`src/rtl/client_accum_ram.sv`:
```
// Per-client accumulator RAM: a one-deep read-modify-write pipeline with hazard forwarding,
// optional saturation, a registered read port and a clear sweep after reset.
module client_accum_ram #(
  parameter int unsigned D_WIDTH  = 32,
  parameter int unsigned A_WIDTH  = 5,
  parameter int unsigned A_MAX    = 32,
  parameter int unsigned SATURATE = 1
) (
  input  logic               clk,
  input  logic               rst_n,
  input  logic               wr_valid,
  output logic               wr_ready,
  input  logic [A_WIDTH-1:0] wr_addr,
  input  logic [D_WIDTH-1:0] wr_data,
  input  logic [1:0]         wr_mode,
  input  logic               rd_en,
  input  logic [A_WIDTH-1:0] rd_addr,
  output logic [D_WIDTH-1:0] rd_data,
  output logic               rd_valid,
  output logic               memwr,
  output logic               sat_flag,
  output logic               busy
);

  typedef enum logic [0:0] {StInit, StRun} state_t;

  localparam logic [1:0] ModeWrite = 2'b00;
  localparam logic [1:0] ModeAdd   = 2'b01;
  localparam logic [1:0] ModeSub   = 2'b10;
  localparam logic [1:0] ModeClear = 2'b11;

  state_t               state_q;
  logic [A_WIDTH-1:0]   sweep_cnt_q;
  logic                 wr_ready_q;
  logic                 busy_q;

  logic [D_WIDTH-1:0]   mem [A_MAX];

  // Commit stage: holds the request accepted in the previous cycle.
  logic                 s2_valid_q;
  logic [A_WIDTH-1:0]   s2_addr_q;
  logic [1:0]           s2_mode_q;
  logic [D_WIDTH-1:0]   s2_data_q;
  logic [D_WIDTH-1:0]   s2_old_q;

  logic [D_WIDTH:0]     sum;
  logic [D_WIDTH:0]     diff;
  logic [D_WIDTH-1:0]   result;
  logic                 sat;
  logic                 accept;
  logic [D_WIDTH-1:0]   old_d;

  logic [D_WIDTH-1:0]   rd_data_q;
  logic                 rd_valid_q;

  assign accept   = wr_valid & wr_ready_q;
  assign wr_ready = wr_ready_q;
  assign busy     = busy_q;
  assign memwr    = s2_valid_q;
  assign sat_flag = s2_valid_q & sat;
  assign rd_data  = rd_data_q;
  assign rd_valid = rd_valid_q;

  always_ff @(posedge clk or negedge rst_n) begin
    if (!rst_n) begin
      state_q     <= StInit;
      sweep_cnt_q <= '0;
      wr_ready_q  <= 1'b0;
      busy_q      <= 1'b1;
    end else begin
      unique case (state_q)
        StInit: begin
          sweep_cnt_q <= sweep_cnt_q + 1'b1;
          if (sweep_cnt_q == A_WIDTH'(A_MAX - 1)) begin
            state_q    <= StRun;
            wr_ready_q <= 1'b1;
            busy_q     <= 1'b0;
          end
        end
        StRun: begin
          wr_ready_q <= 1'b1;
          busy_q     <= 1'b0;
        end
        default: state_q <= StInit;
      endcase
    end
  end

  // MSB of the widened sum/difference is the carry/borrow.
  always_comb begin
    sum    = {1'b0, s2_old_q} + {1'b0, s2_data_q};
    diff   = {1'b0, s2_old_q} - {1'b0, s2_data_q};
    result = '0;
    sat    = 1'b0;
    unique case (s2_mode_q)
      ModeWrite: result = s2_data_q;
      ModeAdd: begin
        if ((SATURATE != 0) && sum[D_WIDTH]) begin
          result = '1;
          sat    = 1'b1;
        end else begin
          result = sum[D_WIDTH-1:0];
        end
      end
      ModeSub: begin
        if ((SATURATE != 0) && diff[D_WIDTH]) begin
          result = '0;
          sat    = 1'b1;
        end else begin
          result = diff[D_WIDTH-1:0];
        end
      end
      ModeClear: result = '0;
      default:   result = '0;
    endcase
  end

  // Forward the committing result so back-to-back updates to one client are not lost.
  assign old_d = (s2_valid_q && (s2_addr_q == wr_addr)) ? result : mem[wr_addr];

  always_ff @(posedge clk or negedge rst_n) begin
    if (!rst_n) begin
      s2_valid_q <= 1'b0;
      s2_addr_q  <= '0;
      s2_mode_q  <= ModeWrite;
      s2_data_q  <= '0;
      s2_old_q   <= '0;
    end else begin
      s2_valid_q <= accept;
      if (accept) begin
        s2_addr_q <= wr_addr;
        s2_mode_q <= wr_mode;
        s2_data_q <= wr_data;
        s2_old_q  <= old_d;
      end
    end
  end

  always_ff @(posedge clk) begin
    if (state_q == StInit) begin
      mem[sweep_cnt_q] <= '0;
    end else if (s2_valid_q) begin
      mem[s2_addr_q] <= result;
    end
  end

  always_ff @(posedge clk or negedge rst_n) begin
    if (!rst_n) begin
      rd_valid_q <= 1'b0;
      rd_data_q  <= '0;
    end else begin
      rd_valid_q <= rd_en && (state_q == StRun);
      if (rd_en && (state_q == StRun)) begin
        rd_data_q <= (s2_valid_q && (s2_addr_q == rd_addr)) ? result : mem[rd_addr];
      end
    end
  end

endmodule

```
`config.mk`:
```
export PLATFORM = sky130hd
export DESIGN_NAME = client_accum_ram
export DESIGN_NICKNAME = d
export VERILOG_FILES = /design/src/rtl/client_accum_ram.sv
export SDC_FILE = /design/constraint.sdc
export NUM_CORES = 2
export LEC_CHECK = 0
export CAP_MARGIN = 20
export CORE_MARGIN = 2
export CORE_UTILIZATION = 65
export CTS_CLUSTER_DIAMETER = 60
export CTS_CLUSTER_SIZE = 14
export DETAILED_ROUTE_END_ITERATION = 10
export GPL_ROUTABILITY_DRIVEN = 0
export HOLD_SLACK_MARGIN = 0.03
export PLACE_DENSITY_LB_ADDON = 0.3
export SYNTH_ARGS = -nofsm -noshare
export SYNTH_HDL_FRONTEND = slang
export SYNTH_SLANG_ARGS = --single-unit
```
`constraint.sdc`:
```
create_clock -name clk -period 10.21 [get_ports clk]
set_clock_uncertainty 0.1 [all_clocks]
set_input_delay 1.021 -clock clk [delete_from_list [all_inputs] [get_ports clk]]
set_output_delay 1.021 -clock clk [all_outputs]
set_load 0.02 [all_outputs]
```
==> results.md <==
* CP max FO at 7
* Slew Viols, Final at 0
* VDD IR max at 130 uV
* Resized Gates After CTS at 0
* Final nets at 3316
* Die area at 88900 um2
* FP Rows at 107
* Total grt overflow at 0
* Max Fclk at 186 MHz
* Critical Path AT at 4.24 ns
* Pwr Total at 10.7 mW
* Yosys cell types at 89
* Main synth FF type: edfxtp_1
* 1st-iter DRT viols at 6209
* Post-synthesis sequential area ratio at 59.7%
* Layout area overhead at 9.57%
* Clock sink total at 1137
* Residual DRC at 0
* Post-DRT Antenna Nets at 0
* Part of the power in registers at 50.3%
* Yosys reg bits at 1137
* CTS Root Cell: clkbuf_16
* Cell Pwr Density at 174 nW/um2
* Clk slew on worst S/H paths at 0.07 ns
* Post-layout minimum cycle time at 5.36 ns
* Mapped cell area at 56200 um2
* Via count at 35500
* Worst Tran Pin Value at 1.22 ns
* I/O Pins at 85
* Switching Fraction at 27.3%
* Area contributors post-synth: edfxtp_1 (55%), mux4_2 (26%), dfrtp_1 (5.0%)
* Critical Path End Type: primary output
* Synth Area per Inst at 17.9 um2
* Vias in the first global route at 36100
* Depth of the CTS H-tree at 3
* Comb power frac at 17.0%
* Max_cap viols at 0
* Layout cells sized above 1 at 29.8%
* Sw power at 2.94 mW
* CTS buffer count at 95
* Yosys warnings at 0
* Max-slew headroom at 18.5%
* DR pass1 iterations at 10
* Crit path launch type: flip-flop
* Worst skew pair latency at 0.68 ns
* Final setup margin at 4.85 ns
* Status: completed
* First-pass GRT wire length at 251000 um
* Final hold violation count at 0
* Post-CTS Hold Buffers at 0
* Setup CP Type: flip-flop to primary output
* LEAKAGE at 20.2 nW
* CTS max path bufs at 3
* Die height at 298 um
* WL final at 174000 um
* Leading area contributor after synthesis: edfxtp_1
* Total GRT Usage at 39.6%
* RSZ-0062 raised after global routing: no
* Largest net degree at the start of global routing at 136
* Post-DR wirelength/cell at 39.3 um
* Initial antenna violation count at 3
* P_int at 7.81 mW
* Post-synth EDFFs at 1024
* Syn nets at 3267
* Postcts setup bufs at 0
* Clock power frac at 32.6%
* Final period util at 52.5%
* CORE AREA at 85400 um2
* Crit path required time at 9.09 ns
* Setup TNS at 0 ns
* CTS tree: done
* Half-perimeter wire length after placement at 96400 um
* Vias/cell at 8.02
* DP Worst Slack at 5.19 ns
* PortBufs at 84
* Post-Syn Instances at 3147
* Chip width at 298 um
* Initial Utilization at 65.8%
* Worst Hold Class: input port to async pin
* Final setup violation count at 0
* Top cell type's share of synthesized area at 54.7%
* Ys async rst share at 9.94%
==> worst max-delay path: stages, from the launching register on <==
cell             delay, ns
dfrtp_1               0.38
inv_1                 0.07
ha_1                  0.37
nand2b_1              0.19
a221oi_1              0.52
o21ai_1               0.24
a31oi_2               0.33
o211ai_1              0.17
a21oi_2               0.45
o211a_1               0.24
clkdlybuf4s50_1       0.62
==> power by group through the flow <==
stage | clock (mW) | sequential, mW | combinational, mW
2_1_floorplan | 0 | 5.49 | 1.14
3_3_place_gp | 0 | 5.49 | 1.67
3_5_place_dp | 0 | 5.50 | 1.73
4_1_cts | 3.52 | 5.41 | 1.75
5_1_grt | 3.67 | 5.41 | 1.92
6_report | 3.51 | 5.41 | 1.83
==> cell type report <==
class | count | area [um2]
fill | 4944 | 23800
clock inverter | 15 | 169
sequential | 1137 | 33600
inverter | 76 | 285
clock buffer | 163 | 2690
multi-input combinational | 1703 | 21800
timing repair buffer | 183 | 1700
antenna | 4 | 10.0
tap | 1144 | 1430
==> Yosys cell counts, drive strengths merged (17+ instances only) <==
master and n:
edfxtp 1024, mux4 640, nand2 141, clkbuf 136, nor2 134, o21ai 117, dfrtp 112, a21oi 98
buf 95, inv 73, ha 70, mux2i 49, a21o 29, mux2 28, xnor2 23, a31oi 20
nor3 20, a22oi 18, nand3 18, o31ai 18, o22ai 17
==> metrics by stage <==
step | hold slack [ns] | cell area (um2) | utilization, % | instances
detailed placement | 0.349 | 58600 | 68.6 | 4236
CTS | 0.223 | 61500 | 72.0 | 4414
floorplan | 0.376 | 56200 | - | 3147
global route | 0.260 | 61600 | 72.1 | 4421
finish | 0.224 | 61600 | 72.1 | 4425
global placement | 0.335 | 58600 | 68.6 | 4236
==> logic make-up (layout without fill, tap and decap cells) <==
kind of cell	after synthesis	count (layout)	share of synthesized area, %
other	0	4	0
adders and majority gates	72	72	1.63
muxes	717	717	27.1
xor gates and xnor gates	38	38	0.592
AOI/OAI and AO/OA	456	456	5.43
and+or+nand+nor	420	420	3.43
DFF	1137	1137	59.7
buffers and inverters	307	437	2.15
==> layout by cell type (no fill, tap or decap), types with 16 or more instances in the layout <==
master           Yosys  routed
nand3_1             18      18
nor2b_1             16      16
mux2_2              28      28
edfxtp_1          1024    1024
a21oi_1             96      95
a31oi_1             19      17
nand2_1            141     138
ha_1                70      70
o22ai_1             17      17
o31ai_1             17      17
buf_4                1      93
nor2_4               0      32
a22oi_1             18      18
xnor2_1             23      23
a21o_1              29      29
clkbuf_1           136      65
mux4_2             640     640
dfrtp_1            112     112
mux2i_1             49      49
inv_1               71      71
o21ai_0            104     104
nor2_1             134     101
clkdlybuf4s50_1      0      73
clkbuf_16            0      97
==> path summary, 6_finish.rpt <==
kind                       depth (start not counted)         start  slack [ns]          end
max reg2reg                                       12  s2_data_q[2]        4.95  mem[22][31]
max in group asynchronous                          2         rst_n        8.31  s2_old_q[9]
min reg2reg                                        2          busy        0.35         busy
min                                                1         rst_n        0.22  rd_data[19]
max                                               10  s2_data_q[2]        4.85     sat_flag
min in group clk                                   2          busy        0.35         busy
==> per-layer routing <==
metal	vias to the layer above	share of wire, %	wire [um]	global-route usage [%]
met1	17900	31	54100	51.8
met4	2	6.4	11100	20.2
met2	3484	47	81000	60.5
met5	-	0.0075	13	0
li1	13300	-	-	-
met3	846	16	27700	13.0
==> registers in the layout, summed over array words and instances, names as in the netlist <==
name	flops
sweep_cnt_q	5
rd_data	32
s2_addr_q	5
mem	1024
s2_mode_q	2
busy	1
s2_old_q	32
rd_valid	1
wr_ready	1
state_q	1
memwr	1
s2_data_q	32
Power figures use the tool's default switching activity.
